--- src/rtl/lfsr_seq_ctrl.sv ---
// Seed-load/shift LFSR sequencer: captures a seed and step count, runs exactly that many
// Fibonacci shifts, then holds the result under a done/ack handshake. Optional: LFSR_ZERO_GUARD_EN.
module lfsr_seq_ctrl #(
  parameter int               WIDTH = 8,
  parameter logic [WIDTH-1:0] TAPS  = 8'hB8,
  parameter int               CNT_W = 8
) (
  input  logic             clk,
  input  logic             rst,
  input  logic             start_i,
  input  logic [WIDTH-1:0] seed_i,
  input  logic [CNT_W-1:0] steps_i,
  output logic             busy_o,
  output logic             load_sel_o,
  output logic             shift_en_o,
  output logic [WIDTH-1:0] state_o,
  output logic             done_o,
`ifdef LFSR_ZERO_GUARD_EN
  output logic             seed_fix_o,
`endif
  input  logic             ack_i
);

  // Handshake: done_o is held high with state_o frozen until ack_i is seen high at a
  // clock edge while in DONE; start_i is only honoured in IDLE and ack_i only in DONE.
  typedef enum logic [1:0] {
    IDLE = 2'd0,
    LOAD = 2'd1,
    RUN  = 2'd2,
    DONE = 2'd3
  } fsm_t;

  fsm_t             fsm;
  logic [WIDTH-1:0] lfsr;
  logic [WIDTH-1:0] seed_q;
  logic [CNT_W-1:0] cnt;
  logic [WIDTH-1:0] lfsr_next;
  logic [WIDTH-1:0] load_val;
  logic             seed_zero;

  assign lfsr_next = {lfsr[WIDTH-2:0], ^(lfsr & TAPS)};
  assign seed_zero = (seed_q == '0);

`ifdef LFSR_ZERO_GUARD_EN
  // An all-zero seed would lock the register at zero forever; substitute 1.
  assign load_val = seed_zero ? {{(WIDTH-1){1'b0}}, 1'b1} : seed_q;
  logic seed_fix_q;
  assign seed_fix_o = seed_fix_q;
`else
  assign load_val = seed_q;
`endif

  always_ff @(posedge clk) begin
    if (rst) begin
      fsm        <= IDLE;
      lfsr       <= '0;
      seed_q     <= '0;
      cnt        <= '0;
      busy_o     <= 1'b0;
      load_sel_o <= 1'b0;
      shift_en_o <= 1'b0;
      done_o     <= 1'b0;
`ifdef LFSR_ZERO_GUARD_EN
      seed_fix_q <= 1'b0;
`endif
    end else begin
      case (fsm)
        IDLE: begin
          if (start_i) begin
            seed_q     <= seed_i;
            cnt        <= steps_i;
            fsm        <= LOAD;
            busy_o     <= 1'b1;
            load_sel_o <= 1'b1;
            shift_en_o <= 1'b1;
          end
        end
        LOAD: begin
          lfsr       <= load_val;
          load_sel_o <= 1'b0;
          if (cnt == '0) begin
            fsm        <= DONE;
            shift_en_o <= 1'b0;
            done_o     <= 1'b1;
`ifdef LFSR_ZERO_GUARD_EN
            seed_fix_q <= seed_zero;
`endif
          end else begin
            fsm <= RUN;
          end
        end
        RUN: begin
          lfsr <= lfsr_next;
          cnt  <= cnt - 1'b1;
          // Leaving on a count of 1 makes RUN last exactly the captured number of cycles.
          if (cnt == CNT_W'(1)) begin
            fsm        <= DONE;
            shift_en_o <= 1'b0;
            done_o     <= 1'b1;
`ifdef LFSR_ZERO_GUARD_EN
            seed_fix_q <= seed_zero;
`endif
          end
        end
        DONE: begin
          if (ack_i) begin
            fsm    <= IDLE;
            busy_o <= 1'b0;
            done_o <= 1'b0;
`ifdef LFSR_ZERO_GUARD_EN
            seed_fix_q <= 1'b0;
`endif
          end
        end
        default: fsm <= IDLE;
      endcase
    end
  end

  assign state_o = lfsr;

`ifndef LFSR_ZERO_GUARD_EN
  logic unused_ok;
  assign unused_ok = seed_zero;
`endif

endmodule

--- config.mk ---
export PLATFORM = sky130hd
export DESIGN_NAME = lfsr_seq_ctrl
export DESIGN_NICKNAME = d
export VERILOG_FILES = /design/src/rtl/lfsr_seq_ctrl.sv
export SDC_FILE = /design/constraint.sdc
export NUM_CORES = 1
export LEC_CHECK = 0
export ABC_AREA = 1
export BUFFER_PORTS_ARGS = -buffer_cell sky130_fd_sc_hd__buf_4
export CAP_MARGIN = 40
export CORE_MARGIN = 2
export CORE_UTILIZATION = 55
export CTS_CLUSTER_SIZE = 12
export DETAILED_ROUTE_END_ITERATION = 7
export MAX_ROUTING_LAYER = met4
export PLACE_DENSITY_LB_ADDON = 0.15
export RECOVER_POWER = 25
export SYNTH_ARGS = -nofsm -noshare
export SYNTH_HDL_FRONTEND = slang
export SYNTH_SLANG_ARGS = --single-unit
--- constraint.sdc ---
create_clock -name clk -period 3.8 [get_ports clk]
set_clock_uncertainty 0.1 [all_clocks]
set_input_delay 0.95 -clock clk [delete_from_list [all_inputs] [get_ports clk]]
set_output_delay 0.95 -clock clk [all_outputs]
set_load 0.02 [all_outputs]
==> impl_results.html <==
<table>
<tr><th>Metric</th><th>Value</th></tr>
<tr><th colspan="2">Run status</th></tr>
<tr><td>Outcome</td><td>finished, violations left</td></tr>
<tr><td>Failing checks</td><td>DRC</td></tr>
<tr><th colspan="2">Yosys</th></tr>
<tr><td>Simple-gate area share of the yosys netlist</td><td>31.18%</td></tr>
<tr><td>Number of register bits inferred by synthesis</td><td>30</td></tr>
<tr><td>Synthesized-area fraction occupied by ao, oa, aoi and oai cells</td><td>15.13%</td></tr>
<tr><td>Xor and xnor area share after synthesis</td><td>1.065%</td></tr>
<tr><td>Post-Syn Instances</td><td>244</td></tr>
<tr><td>Dominant combinational cell family by area after synthesis</td><td>simple AND/OR/NAND/NOR gates</td></tr>
<tr><td>Sequential cell area fraction in the yosys report</td><td>36.50%</td></tr>
<tr><td>Number of different library cells in the post-synthesis netlist</td><td>27</td></tr>
<tr><td>Netlist area before placement</td><td>1645 sq um</td></tr>
<tr><td>Synthesized-area fraction occupied by adder cells</td><td>6.084%</td></tr>
<tr><td>YS warnings</td><td>0</td></tr>
<tr><td>Fraction of synthesized area in multiplexers</td><td>0%</td></tr>
<tr><td>Syn avg cell area</td><td>6.743 sq um</td></tr>
<tr><td>Post-synthesis net count</td><td>272</td></tr>
<tr><th colspan="2">Timing</th></tr>
<tr><td>Actual slew at the worst max-slew pin</td><td>570.8 ps</td></tr>
<tr><td>Portion of the clock cycle consumed by the worst path in the final layout</td><td>56.61%</td></tr>
<tr><td>Final number of hold-violating endpoints</td><td>0</td></tr>
<tr><td>Post-layout minimum cycle time</td><td>2151 ps</td></tr>
<tr><td>Setup repair after global routing missed its margin</td><td>no</td></tr>
<tr><td>Pins over their slew limit</td><td>0</td></tr>
<tr><td>Headroom to the max-slew limit</td><td>61.90%</td></tr>
<tr><td>Highest clock frequency the design can meet</td><td>464.9 MHz</td></tr>
<tr><td>Final-report setup violation count</td><td>0</td></tr>
<tr><td>Setup TNS</td><td>0 ps</td></tr>
<tr><th colspan="2">Setup path</th></tr>
<tr><td>R2R cell count</td><td>8</td></tr>
<tr><td>Reg2reg setup slack</td><td>1650 ps</td></tr>
<tr><td>Worst EP required</td><td>3930 ps</td></tr>
<tr><td>CP arrival</td><td>2280 ps</td></tr>
<tr><td>Crit start category</td><td>flop</td></tr>
<tr><td>WS Path Type</td><td>reg -&gt; reg</td></tr>
<tr><td>R2r startpoint</td><td>fsm[0]</td></tr>
<tr><td>Reg-to-reg endpoint</td><td>cnt[1]</td></tr>
<tr><td>Worst setup EP type</td><td>flop</td></tr>
<tr><td>Worst-path fanout max</td><td>21</td></tr>
<tr><th colspan="2">Placed design</th></tr>
<tr><td>Global placer's final weighted congestion</td><td>0.7983</td></tr>
<tr><td>Placed Cells</td><td>298</td></tr>
<tr><td>Number of buffers added on ports</td><td>31</td></tr>
<tr><td>Placed wire-length estimate</td><td>2573 um</td></tr>
<tr><th colspan="2">Power</th></tr>
<tr><td>Net switching share of the total power</td><td>44.62%</td></tr>
<tr><td>Flop pwr share</td><td>29.0%</td></tr>
<tr><td>Portion of total power attributed to the clock network</td><td>18.9%</td></tr>
<tr><td>Internal Dissipation</td><td>988.7 uW</td></tr>
<tr><td>VDD IR max</td><td>0.4688 mV</td></tr>
<tr><td>Net switching power figure</td><td>796.6 uW</td></tr>
<tr><td>Fraction of power consumed by combinational cells</td><td>52.1%</td></tr>
<tr><td>LEAKAGE</td><td>0.9637 nW</td></tr>
<tr><td>Power Density</td><td>899.7 nW/um^2</td></tr>
<tr><th colspan="2">Global routing</th></tr>
<tr><td>Via count of the first global-routing pass</td><td>1442</td></tr>
<tr><td>Overall global routing resource usage</td><td>23.95%</td></tr>
<tr><td>Grt ovf</td><td>0</td></tr>
<tr><td>Wire length of the first global-routing pass</td><td>6078 um</td></tr>
<tr><td>Pin count of the biggest net entering global routing</td><td>22</td></tr>
<tr><td>Antenna violations before repair</td><td>0</td></tr>
<tr><th colspan="2">Clocking</th></tr>
<tr><td>H-tree levels</td><td>2</td></tr>
<tr><td>Post-CTS setup-driven buffer insertion count</td><td>0</td></tr>
<tr><td>Buffer depth of the longest clock path</td><td>2</td></tr>
<tr><td>Hold bufs inserted after CTS</td><td>0</td></tr>
<tr><td>Clock Pin Slew Worst Setup and Hold Paths</td><td>100 ps</td></tr>
<tr><td>Cell chosen for the clock root</td><td>clkbuf_4</td></tr>
<tr><td>Clock Sink Count</td><td>30</td></tr>
<tr><td>Clock latency of the later-clocked register in the worst-skew pair</td><td>330 ps</td></tr>
<tr><td>TritonCTS clock tree</td><td>done</td></tr>
<tr><td>Number of buffers added by the clock tree synthesis step</td><td>5</td></tr>
<tr><td>PostCTS Resize Cnt</td><td>0</td></tr>
<tr><th colspan="2">Detailed routing</th></tr>
<tr><td>Routed wirelength normalized by instance count</td><td>12.04 um</td></tr>
<tr><td>Post-detailed-routing wire length</td><td>3683 um</td></tr>
<tr><td>Number of remaining DRC errors</td><td>1</td></tr>
<tr><td>Remaining antenna violation count</td><td>0</td></tr>
<tr><td>Via total after detailed routing</td><td>1597</td></tr>
<tr><td>Number of violations reported at the end of detailed-routing iteration 0</td><td>72</td></tr>
<tr><td>Via density per instance</td><td>5.219</td></tr>
<tr><td>Number of detailed-route iterations in the first pass</td><td>6</td></tr>
<tr><th colspan="2">Min path</th></tr>
<tr><td>Hold endpoint</td><td>busy_o</td></tr>
<tr><td>Hold Crit Class</td><td>reg -&gt; reg</td></tr>
<tr><td>Worst Min Path Start</td><td>busy_o</td></tr>
<tr><td>Min-Delay Path Depth</td><td>2</td></tr>
<tr><th colspan="2">Floorplanning</th></tr>
<tr><td>Die span in y</td><td>58.70 um</td></tr>
<tr><td>Die Span X</td><td>58.70 um</td></tr>
<tr><td>Standard cell core area</td><td>2805 sq um</td></tr>
<tr><td>Boundary Pins</td><td>32</td></tr>
<tr><td>Initial core utilization</td><td>58.65%</td></tr>
<tr><td>Core Rows</td><td>19</td></tr>
<tr><td>Floorplan die area</td><td>3445 sq um</td></tr>
<tr><th colspan="2">Finish</th></tr>
<tr><td>Share of post-route cells with drive strength above 1</td><td>18.55%</td></tr>
<tr><td># fillers</td><td>255</td></tr>
<tr><td>Net total in the final layout</td><td>302</td></tr>
<tr><td>P&amp;R area growth vs syn</td><td>20.61%</td></tr>
<tr><td>Final Instance Count excl. Fillers</td><td>306</td></tr>
<tr><td>Antenna diode count</td><td>0</td></tr>
<tr><th colspan="2">Flow run</th></tr>
<tr><td>Count of max-cap constraint violations</td><td>0</td></tr>
</table>
## layer usage
layer  GRT usage, %  up-vias  wire, um
li1               -      835         -
met1          29.55      714      1798
met2          38.36       37      1670
met3          5.495       11       152
met4          8.766        0        61
met5              -        -         0
## kinds of logic (layout without fill, tap and decap cells)
family | Yosys count | count (layout)
AO/OA/AOI/OAI | 42 | 42
flip-flops | 30 | 30
XOR/XNOR | 2 | 2
adder cells (fa/ha/maj) | 8 | 8
buffers and inverters | 41 | 72
AND/OR/NAND/NOR | 121 | 121
## sequential cells by signal, indices dropped and copies added (netlist names)
name,cells
busy_o,1
cnt,8
done_o,1
fsm,2
load_sel_o,1
load_val,8
shift_en_o,1
state_o,8
## power by group through the flow
stage / registers (mW) / clock network (mW) / logic [mW]
after global routing: 0.527 / 0.357 / 1.06
final: 0.518 / 0.338 / 0.930
after CTS: 0.516 / 0.339 / 0.928
after global placement: 0.521 / 0 / 0.908
after floorplan: 0.554 / 0 / 0.674
after detailed placement: 0.524 / 0 / 0.911
## stage by stage
stage / total power [mW] / cell area [sq um] / setup slack (ps) / hold slack, ps / utilization (%)
6_report: 1.785 / 1984 / 1649 / 393.8 / 70.74
3_5_place_dp: 1.435 / 1879 / 1688 / 373.2 / 66.99
3_3_place_gp: 1.429 / 1879 / 1684 / 367.5 / 66.99
5_1_grt: 1.947 / 1984 / 1381 / 415.3 / 70.74
4_1_cts: 1.783 / 1991 / 1672 / 387.6 / 70.96
2_1_floorplan: 1.228 / 1645 / 2032 / 355.4 / -
## worst max-delay path, cell delays in order (launching register included)
cell	delay, ps
dfxtp_1	360
inv_1	140
ha_1	160
buf_4	240
inv_2	190
o21ai_2	410
inv_1	180
a211oi_1	210
nor2_1	60
## worst max path at each step
stage,start,end,cells after the start
detailed placement,fsm[0],cnt[1],8
global route,fsm[0],cnt[5],9
global placement,fsm[0],cnt[1],8
finish,fsm[0],cnt[1],8
floorplan,rst,state_o[1],5
CTS,fsm[0],cnt[0],8
## area by class of cell
type	count	area, sq um	share of cell area, %
flip-flops and latches	30	600.6	30.26
well taps	31	38.79	1.955
multi-input cells	173	877.1	44.20
repair buffers	32	236.5	11.92
clock inverters	2	60.06	3.026
inverters	32	120.1	6.053
clock buffers	6	51.30	2.585
## cells in the final DEF, fill, tap and decap left out, types with 4 or more instances in the layout
cell and n:
nand2_1 56, nor2_1 38, buf_4 31, dfxtp_1 30, inv_1 27, o21ai_0 19, nand3_1 16, a21oi_1 11
ha_1 8, o211ai_1 7, nand4_1 5, clkbuf_4 5, inv_2 4
## cells in the mapped netlist
library cell | number | area (sq um)
o21ai_2 | 2 | 17.52
o211ai_1 | 7 | 52.55
a21oi_1 | 11 | 55.05
xor2_1 | 1 | 8.760
nor3_1 | 1 | 5.000
nand2_4 | 1 | 11.26
buf_1 | 1 | 3.750
xnor2_1 | 1 | 8.760
nand3_1 | 16 | 80.08
ha_1 | 8 | 100.1
nor2_4 | 1 | 11.26
dfxtp_1 | 30 | 600.6
nand4_1 | 5 | 31.28
inv_2 | 4 | 15.01
o21ai_1 | 1 | 5.000
nor2_1 | 38 | 142.6
nand2_1 | 55 | 206.5
inv_1 | 27 | 101.4
nand2_2 | 2 | 12.51
o21ai_4 | 1 | 16.27
a211oi_1 | 1 | 7.510
clkbuf_1 | 3 | 11.26
clkinv_1 | 1 | 3.750
buf_2 | 3 | 15.01
buf_4 | 2 | 15.01
o21ai_0 | 19 | 95.09
nor2_2 | 2 | 12.51
Power figures use the tool's default switching activity.
